--- src/rtl/uart_byte_phy.sv ---
// uart_byte_phy: byte-level 8N1 UART transceiver, LSB first, full duplex.
// RX deserialises a synchronised serial input and flags good bytes or framing errors;
// TX serialises one byte per accepted request and reports pacing via tx_start/tx_busy.
module uart_byte_phy #(
    parameter int unsigned CLK_FREQ_HZ  = 100_000_000,
    parameter int unsigned BAUD         = 115200,
    parameter int unsigned CLKS_PER_BIT = CLK_FREQ_HZ / BAUD
) (
    input  logic       clk,
    input  logic       rst_n,
    input  logic       uart_rx,
    output logic       uart_tx,
    output logic [7:0] rx_data,
    output logic       rx_data_en,
    output logic       rx_frame_err,
    input  logic [7:0] tx_data,
    input  logic       tx_data_en,
    output logic       tx_start,
    output logic       tx_busy
);

    localparam int unsigned     CW        = $clog2(CLKS_PER_BIT);
    localparam logic [CW-1:0]   BIT_LAST  = CW'(CLKS_PER_BIT - 1);
    localparam logic [CW-1:0]   HALF_LAST = CW'(CLKS_PER_BIT / 2 - 1);

    typedef enum logic [2:0] {RX_IDLE, RX_START, RX_DATA, RX_STOP, RX_BREAK} rx_state_e;
    typedef enum logic [1:0] {TX_IDLE, TX_START, TX_DATA, TX_STOP} tx_state_e;

    // RX state
    logic            rx_meta_q, rx_sync_q;
    rx_state_e       rx_state_q, rx_state_d;
    logic [CW-1:0]   rx_cnt_q, rx_cnt_d;
    logic [2:0]      rx_bit_q, rx_bit_d;
    logic [7:0]      rx_shift_q, rx_shift_d;
    logic [7:0]      rx_data_q, rx_data_d;
    logic            rx_en_q, rx_en_d;
    logic            rx_err_q, rx_err_d;

    // TX state
    tx_state_e       tx_state_q, tx_state_d;
    logic [CW-1:0]   tx_cnt_q, tx_cnt_d;
    logic [2:0]      tx_bit_q, tx_bit_d;
    logic [7:0]      tx_shift_q, tx_shift_d;
    logic            tx_line_q, tx_line_d;
    logic            tx_start_q, tx_start_d;

    // Two-flop synchroniser for the asynchronous serial input; idles high
    always_ff @(posedge clk) begin
        if (!rst_n) begin
            rx_meta_q <= 1'b1;
            rx_sync_q <= 1'b1;
        end else begin
            rx_meta_q <= uart_rx;
            rx_sync_q <= rx_meta_q;
        end
    end

    // RX state register
    always_ff @(posedge clk) begin
        if (!rst_n) begin
            rx_state_q <= RX_IDLE;
            rx_cnt_q   <= '0;
            rx_bit_q   <= '0;
            rx_shift_q <= '0;
            rx_data_q  <= '0;
            rx_en_q    <= 1'b0;
            rx_err_q   <= 1'b0;
        end else begin
            rx_state_q <= rx_state_d;
            rx_cnt_q   <= rx_cnt_d;
            rx_bit_q   <= rx_bit_d;
            rx_shift_q <= rx_shift_d;
            rx_data_q  <= rx_data_d;
            rx_en_q    <= rx_en_d;
            rx_err_q   <= rx_err_d;
        end
    end

    // RX next state: half-bit start qualification, then mid-bit sampling of data and stop
    always_comb begin
        rx_state_d = rx_state_q;
        rx_cnt_d   = rx_cnt_q;
        rx_bit_d   = rx_bit_q;
        rx_shift_d = rx_shift_q;
        rx_data_d  = rx_data_q;
        rx_en_d    = 1'b0;
        rx_err_d   = 1'b0;
        case (rx_state_q)
            RX_IDLE: begin
                if (!rx_sync_q) begin
                    rx_state_d = RX_START;
                    rx_cnt_d   = '0;
                    rx_bit_d   = '0;
                end
            end
            RX_START: begin
                if (rx_cnt_q == HALF_LAST) begin
                    rx_cnt_d   = '0;
                    rx_state_d = rx_sync_q ? RX_IDLE : RX_DATA;
                end else begin
                    rx_cnt_d = rx_cnt_q + 1'b1;
                end
            end
            RX_DATA: begin
                if (rx_cnt_q == BIT_LAST) begin
                    rx_cnt_d   = '0;
                    rx_shift_d = {rx_sync_q, rx_shift_q[7:1]};
                    if (rx_bit_q == 3'd7) begin
                        rx_state_d = RX_STOP;
                    end else begin
                        rx_bit_d = rx_bit_q + 1'b1;
                    end
                end else begin
                    rx_cnt_d = rx_cnt_q + 1'b1;
                end
            end
            RX_STOP: begin
                if (rx_cnt_q == BIT_LAST) begin
                    rx_cnt_d = '0;
                    if (rx_sync_q) begin
                        rx_data_d  = rx_shift_q;
                        rx_en_d    = 1'b1;
                        rx_state_d = RX_IDLE;
                    end else begin
                        rx_err_d   = 1'b1;
                        rx_state_d = RX_BREAK;
                    end
                end else begin
                    rx_cnt_d = rx_cnt_q + 1'b1;
                end
            end
            RX_BREAK: begin
                if (rx_sync_q) begin
                    rx_state_d = RX_IDLE;
                end
            end
            default: rx_state_d = RX_IDLE;
        endcase
    end

    // TX state register
    always_ff @(posedge clk) begin
        if (!rst_n) begin
            tx_state_q <= TX_IDLE;
            tx_cnt_q   <= '0;
            tx_bit_q   <= '0;
            tx_shift_q <= '0;
            tx_line_q  <= 1'b1;
            tx_start_q <= 1'b0;
        end else begin
            tx_state_q <= tx_state_d;
            tx_cnt_q   <= tx_cnt_d;
            tx_bit_q   <= tx_bit_d;
            tx_shift_q <= tx_shift_d;
            tx_line_q  <= tx_line_d;
            tx_start_q <= tx_start_d;
        end
    end

    // TX next state: IDLE with tx_start high is the one-cycle hand-off before the start bit
    always_comb begin
        tx_state_d = tx_state_q;
        tx_cnt_d   = tx_cnt_q;
        tx_bit_d   = tx_bit_q;
        tx_shift_d = tx_shift_q;
        tx_line_d  = tx_line_q;
        tx_start_d = 1'b0;
        case (tx_state_q)
            TX_IDLE: begin
                if (tx_start_q) begin
                    tx_state_d = TX_START;
                    tx_cnt_d   = '0;
                    tx_line_d  = 1'b0;
                end else if (tx_data_en) begin
                    tx_shift_d = tx_data;
                    tx_start_d = 1'b1;
                end
            end
            TX_START: begin
                if (tx_cnt_q == BIT_LAST) begin
                    tx_cnt_d   = '0;
                    tx_bit_d   = '0;
                    tx_line_d  = tx_shift_q[0];
                    tx_state_d = TX_DATA;
                end else begin
                    tx_cnt_d = tx_cnt_q + 1'b1;
                end
            end
            TX_DATA: begin
                if (tx_cnt_q == BIT_LAST) begin
                    tx_cnt_d = '0;
                    if (tx_bit_q == 3'd7) begin
                        tx_line_d  = 1'b1;
                        tx_state_d = TX_STOP;
                    end else begin
                        tx_bit_d   = tx_bit_q + 1'b1;
                        tx_shift_d = {1'b0, tx_shift_q[7:1]};
                        tx_line_d  = tx_shift_q[1];
                    end
                end else begin
                    tx_cnt_d = tx_cnt_q + 1'b1;
                end
            end
            TX_STOP: begin
                if (tx_cnt_q == BIT_LAST) begin
                    tx_cnt_d   = '0;
                    tx_state_d = TX_IDLE;
                end else begin
                    tx_cnt_d = tx_cnt_q + 1'b1;
                end
            end
            default: tx_state_d = TX_IDLE;
        endcase
    end

    assign uart_tx      = tx_line_q;
    assign tx_start     = tx_start_q;
    assign tx_busy      = (tx_state_q != TX_IDLE);
    assign rx_data      = rx_data_q;
    assign rx_data_en   = rx_en_q;
    assign rx_frame_err = rx_err_q;

endmodule
--- config.mk ---
export PLATFORM = sky130hd
export DESIGN_NAME = uart_byte_phy
export DESIGN_NICKNAME = d
export VERILOG_FILES = /design/src/rtl/uart_byte_phy.sv
export SDC_FILE = /design/constraint.sdc
export NUM_CORES = 1
export LEC_CHECK = 0
export BUFFER_PORTS_ARGS = -buffer_cell sky130_fd_sc_hd__buf_2
export CORE_MARGIN = 3
export CORE_UTILIZATION = 59
export CTS_CLUSTER_DIAMETER = 60
export DETAILED_ROUTE_END_ITERATION = 8
export PLACE_DENSITY = 0.85
export SETUP_SLACK_MARGIN = 0.4
export SLEW_MARGIN = 25
export SYNTH_ARGS = -nofsm -noshare
export SYNTH_HDL_FRONTEND = slang
export SYNTH_SLANG_ARGS = --single-unit
--- constraint.sdc ---
create_clock -name clk -period 2.2 [get_ports clk]
set_input_delay 0.44 -clock clk [delete_from_list [all_inputs] [get_ports clk]]
set_output_delay 0.44 -clock clk [all_outputs]
set_load 0.02 [all_outputs]
Word level (Yosys, flattened, before mapping)
Index checks and enable logic that the tools add are counted.

cells by class
  equality and inequality tests = 27
  muxes and demuxes = 43
  bitwise gates (word level) = 2
  reductions and logical operators = 21
  $add $sub $neg = 4

operators by type and width
  kind                     number
  $mux W10                 5
  $mux W3                  13
  $mux W8                  4
  $ne A2 B2 Y1 const B     15
  $pmux W10 S3             1
  $add A10 B1 Y10 const B  2
  $eq A10 B10 Y1 const B   2
  $pmux W10 S2             1
  $pmux W8 S2              1
  $pmux W3 S5              1
  $mux W2                  6
  $pmux W3 S2              2
  $reduce_and A4 Y1        3
  $eq A10 B9 Y1 const B    1
  $reduce_and A5 Y1        2
  $eq A3 B3 Y1 const B     3
  $pmux W2 S4              1
  $reduce_bool A2 Y1       4
  $mux W1                  7
  $add A3 B1 Y3 const B    2
  $eq A3 B2 Y1 const B     2
  $reduce_and A3 Y1        2
  $reduce_and A6 Y1        1
  $reduce_bool A3 Y1       2
  10 further kinds         14

word-level totals
  input bits = 12
  output and inout port bits = 13
  register bits after elaboration = 61
  logic and storage cells = 112

Logic depth before layout (Yosys ltp)
  depth in word-level cells = 4
  gate-level depth with buffers = 9
  depth with buffers taken out = 7

Worst setup path after synthesis
OpenSTA, ideal clock, no wires.

  path type = reg-to-reg
  from = register rx_cnt_q[8]
  to = register rx_state_q[0]
  required time = 2.121 ns
  clock period less this slack = 1.814 ns
  slack = 0.386 ns
  stages on the path, launching flop included = 6
  path buffers = 0
  setup time = 0.079 ns
  arrival time = 1.735 ns
  cells stage by stage = dfxtp_1 or3b_4 o31ai_4 o21ai_2 or3_1 a211oi_2

on the way
  cells in the longest elaborated chain, start to end = 3

RTL lines
  element                                          line          RTL
  start: declaration                               32            logic [CW-1:0] rx_cnt_q, rx_cnt_d;
  start signal: assignment                         70            rx_cnt_q <= rx_cnt_d;
  $eq A10 B10 Y1 or $eq A10 B9 Y1 (tied branches)  105, 118, 97
  $ne A2 B2 Y1 (no source line)                    --
  $reduce_and A6 Y1 (no source line) (*)           --
  end signal: assignment                           69            rx_state_q <= rx_state_d;
  end: declaration                                 31            rx_state_e rx_state_q, rx_state_d;

Every way passes the cells marked *; elsewhere a longest branch is shown, timed or not.
A chain may end at the register's enable or synchronous reset.

Final worst setup path
Same ends and word-level chain as after synthesis.

==> impl_metrics.py <==
metrics = {
    "outcome": {
        "outcome": "complete, no violations",
    },
    "synthesis": {
        "synth_nets": 356,
        "synth_flop_cell": "dfxtp_1",
        "ys_ff_latch": 61,
        "ys_warn_count": 0,
        "avgSynthCellArea_um2": 8.74,
        "postSynthCellCount": 331,
        "synth_edf_count": 0,
        "ys_seq_area_share_pct": 42.2,
        "synthDistinctLibCells": 50,
        "syn_area_mm2": 0.00289,
        "async_flop_share_pct": 0,
    },
    "sta": {
        "fin_worst_skew_ns": 0.00684,
        "rsz0062_at_grt": "true",
        "worst_pin_slew_ns": 0.394,
        "fmax_mhz": 550,
        "finalSetupTns_ns": 0,
        "setup_viol": 0,
        "period_needed_ns": 1.82,
        "hold_viol": 0,
        "max-slew-margin-rel_pct": 73.7,
        "post-route-period-util_pct": 82.7,
        "hold_slack_ns": 0.274,
        "drv_slew": 0,
    },
    "cts": {
        "ctsRootBufferMaster": "clkbuf_8",
        "htree_levels": 3,
        "cts_hold_buf": 0,
        "clk_latency_ns": 0.35,
        "cts_max_path_buffers": 2,
        "clkSinkCount": 61,
        "clk_pin_slew_ns": 0.07,
        "cts_tree": "yes",
        "cts_buffers": 9,
    },
    "die": {
        "die_width_um": 76.0,
        "die-area_mm2": 0.00578,
        "coreArea_mm2": 0.00453,
        "die_height_um": 76.0,
        "io_pins": 25,
        "rows": 24,
        "start_util_pct": 63.8,
    },
    "flow_run": {
        "drv_cap": 0,
    },
    "detailed_routing": {
        "vias_per_cell": 5.75,
        "dr.pass1.iters": 5,
        "ant_nets": 0,
        "drt_wl_total_mm": 6.48,
        "vias": 2505,
        "drtIter0Drc": 162,
        "drcViolationCount": 0,
        "wl_per_cell_um": 14.9,
    },
    "finish": {
        "design_area_mm2": 0.00355,
        "areaGrowthSynthToFinish_pct": 22.8,
        "nFillCells": 290,
        "final_nets": 391,
        "antennaDiodeCount": 0,
        "drive_above_1_share_pct": 27.5,
        "fin_cells": 436,
    },
    "worst_setup_path": {
        "path_class": "reg2reg",
        "slowest_stage": "or3b_4",
        "cp-end-kind": "flop",
        "critPathLaunchType": "flop",
        "cp.required_ns": 2.47,
        "arrival_ns": 2.08,
        "path_cells": "or3b_4 > o31ai_4 > o21ai_2 > or3_1 > a211oi_2",
        "crit_fanout": 5,
        "max_stage_delay_ns": 0.45,
    },
    "global_routing": {
        "antenna_found_initial": 0,
        "grt_pass1_vias": 2304,
        "grt_usage_pct": 21.9,
        "grt_max_degree": 23,
        "grt-ovfl-total": 0,
        "grt_pass1_wl_mm": 10.2,
    },
    "min_path": {
        "worst_hold_path_type": "in2reg",
    },
    "placed_design": {
        "post-place-cells": 412,
        "portBuffers": 24,
        "postPlaceCellArea_mm2": 0.00310,
        "hpwl_mm": 3.92,
        "globalplace.congestion": 0.903,
    },
    "pwr": {
        "p_leak_nw": 1.44,
        "powerDensity_mw_per_mm2": 802,
        "vdd_ir_drop_max_mv": 0.517,
    },
}
## per-layer routing
metal  vias up  track usage, %  wire [um]
met3         9            7.80        314
met4         0            7.43         95
met5         -               0          0
li1       1242               -          -
met1      1193            26.3       2730
met2        61            36.4       3350
## critical path: cells and delay by family (launching register included)
family,cells,cell delay [ns]
and+or+nand+nor,2,0.79
AOI/OAI and AO/OA,3,0.59
DFF,1,0.37
## sequential cells by signal, indices dropped and copies added, names as in the netlist, 2 cells and up
signal	count
tx_cnt_q	10
tx_bit_q	3
rx_bit_q	3
rx_state_q	3
rx_cnt_q	10
rx_data	8
tx_shift_q	8
rx_shift_q	8
tx_state_q	2
## cells in the final DEF (no fill, tap or decap), types with 3 or more instances in the layout
| cell | n |
|---|---|
| nor2_1 | 45 |
| nor2b_1 | 3 |
| mux2i_1 | 24 |
| buf_4 | 14 |
| inv_1 | 8 |
| clkbuf_8 | 11 |
| a21oi_1 | 20 |
| ha_4 | 3 |
| o31ai_1 | 3 |
| xor2_1 | 7 |
| nand4_1 | 7 |
| clkinv_2 | 3 |
| o31ai_2 | 3 |
| dfxtp_1 | 49 |
| nand3b_1 | 3 |
| nor3_1 | 5 |
| nand2b_1 | 5 |
| dfxtp_2 | 7 |
| nand2_1 | 22 |
| nand3_1 | 23 |
| dfxtp_4 | 5 |
| o21ai_0 | 9 |
| o22ai_1 | 3 |
| ha_1 | 8 |
| buf_2 | 24 |
## through the flow
step                      power (mW)  worst slack (ns)  util [%]
after floorplan                 1.71             0.405         -
after global placement          1.85             0.243      68.3
after detailed placement        1.87             0.183      68.3
after CTS                       2.79             0.351      73.8
after global routing            3.00             0.332      78.4
final                           2.85             0.381      78.4
## cells in the mapped netlist, types with 2 or more instances
| master | count | share of area, % |
|---|---|---|
| a211oi_1 | 2 | 0.52 |
| a21oi_1 | 20 | 3.5 |
| a31oi_1 | 2 | 0.43 |
| and2_1 | 2 | 0.43 |
| and3_1 | 2 | 0.43 |
| buf_2 | 2 | 0.35 |
| clkbuf_1 | 13 | 1.7 |
| dfxtp_1 | 61 | 42 |
| ha_1 | 13 | 5.6 |
| inv_1 | 8 | 1.0 |
| mux2i_1 | 25 | 8.6 |
| nand2_1 | 24 | 3.1 |
| nand2b_1 | 5 | 1.1 |
| nand3_1 | 23 | 4.0 |
| nand3b_1 | 3 | 0.78 |
| nand4_1 | 7 | 1.5 |
| nand4b_1 | 2 | 0.61 |
| nand4bb_1 | 2 | 0.78 |
| nor2_1 | 45 | 5.8 |
| nor2b_1 | 5 | 1.1 |
| nor3_1 | 7 | 1.2 |
| nor3b_1 | 2 | 0.52 |
| nor4_1 | 2 | 0.43 |
| o21ai_0 | 11 | 1.9 |
| o22ai_1 | 3 | 0.65 |
| o311ai_0 | 2 | 0.61 |
| o31ai_1 | 6 | 1.6 |
| or3_1 | 3 | 0.65 |
| or3_2 | 2 | 0.52 |
| xor2_1 | 7 | 2.1 |
## logic make-up (layout without fill, tap and decap cells)
logic type / after synthesis / after routing / share of synthesized area (%)
compound gates: 56 / 56 / 12.7
xor+xnor: 8 / 8 / 2.42
fa+ha+maj: 13 / 13 / 5.62
buf+inv: 26 / 65 / 3.59
flops: 61 / 61 / 42.2
mux: 25 / 25 / 8.65
simple gates: 142 / 143 / 24.9
## area by class of cell
| cell class | instances | area (um2) | area share [%] |
|---|---|---|---|
| inverter | 9 | 33.8 | 0.951 |
| timing repair buffer | 40 | 248 | 6.97 |
| clock inverter | 4 | 22.5 | 0.634 |
| tap | 65 | 81.3 | 2.29 |
| sequential | 61 | 1250 | 35.1 |
| clock buffer | 12 | 155 | 4.37 |
| multi-input combinational | 245 | 1760 | 49.6 |
## what timing repair did
action                     4_1_cts  5_1_grt
pin swaps                        6       11
resized for setup               16       37
setup endpoints to repair       40       50
cloned                           1        0
setup buffers                    2        5
## power by group
group          internal, mW  leakage (nW)  switching, mW
sequential             1.19         0.500         0.0731
clock                 0.464        0.0921          0.432
combinational         0.274         0.847          0.420
## final timing paths
kind                    start  slack (ns)  cells past startpoint            end
setup / recovery  rx_cnt_q[8]        0.38                      5  rx_state_q[0]
hold / removal        uart_rx        0.27                      2      rx_meta_q
setup reg to reg  rx_cnt_q[8]        0.38                      5  rx_state_q[0]
hold reg to reg     rx_meta_q        0.42                      1      rx_sync_q
Note: power is estimated with default switching activity, not from simulation.
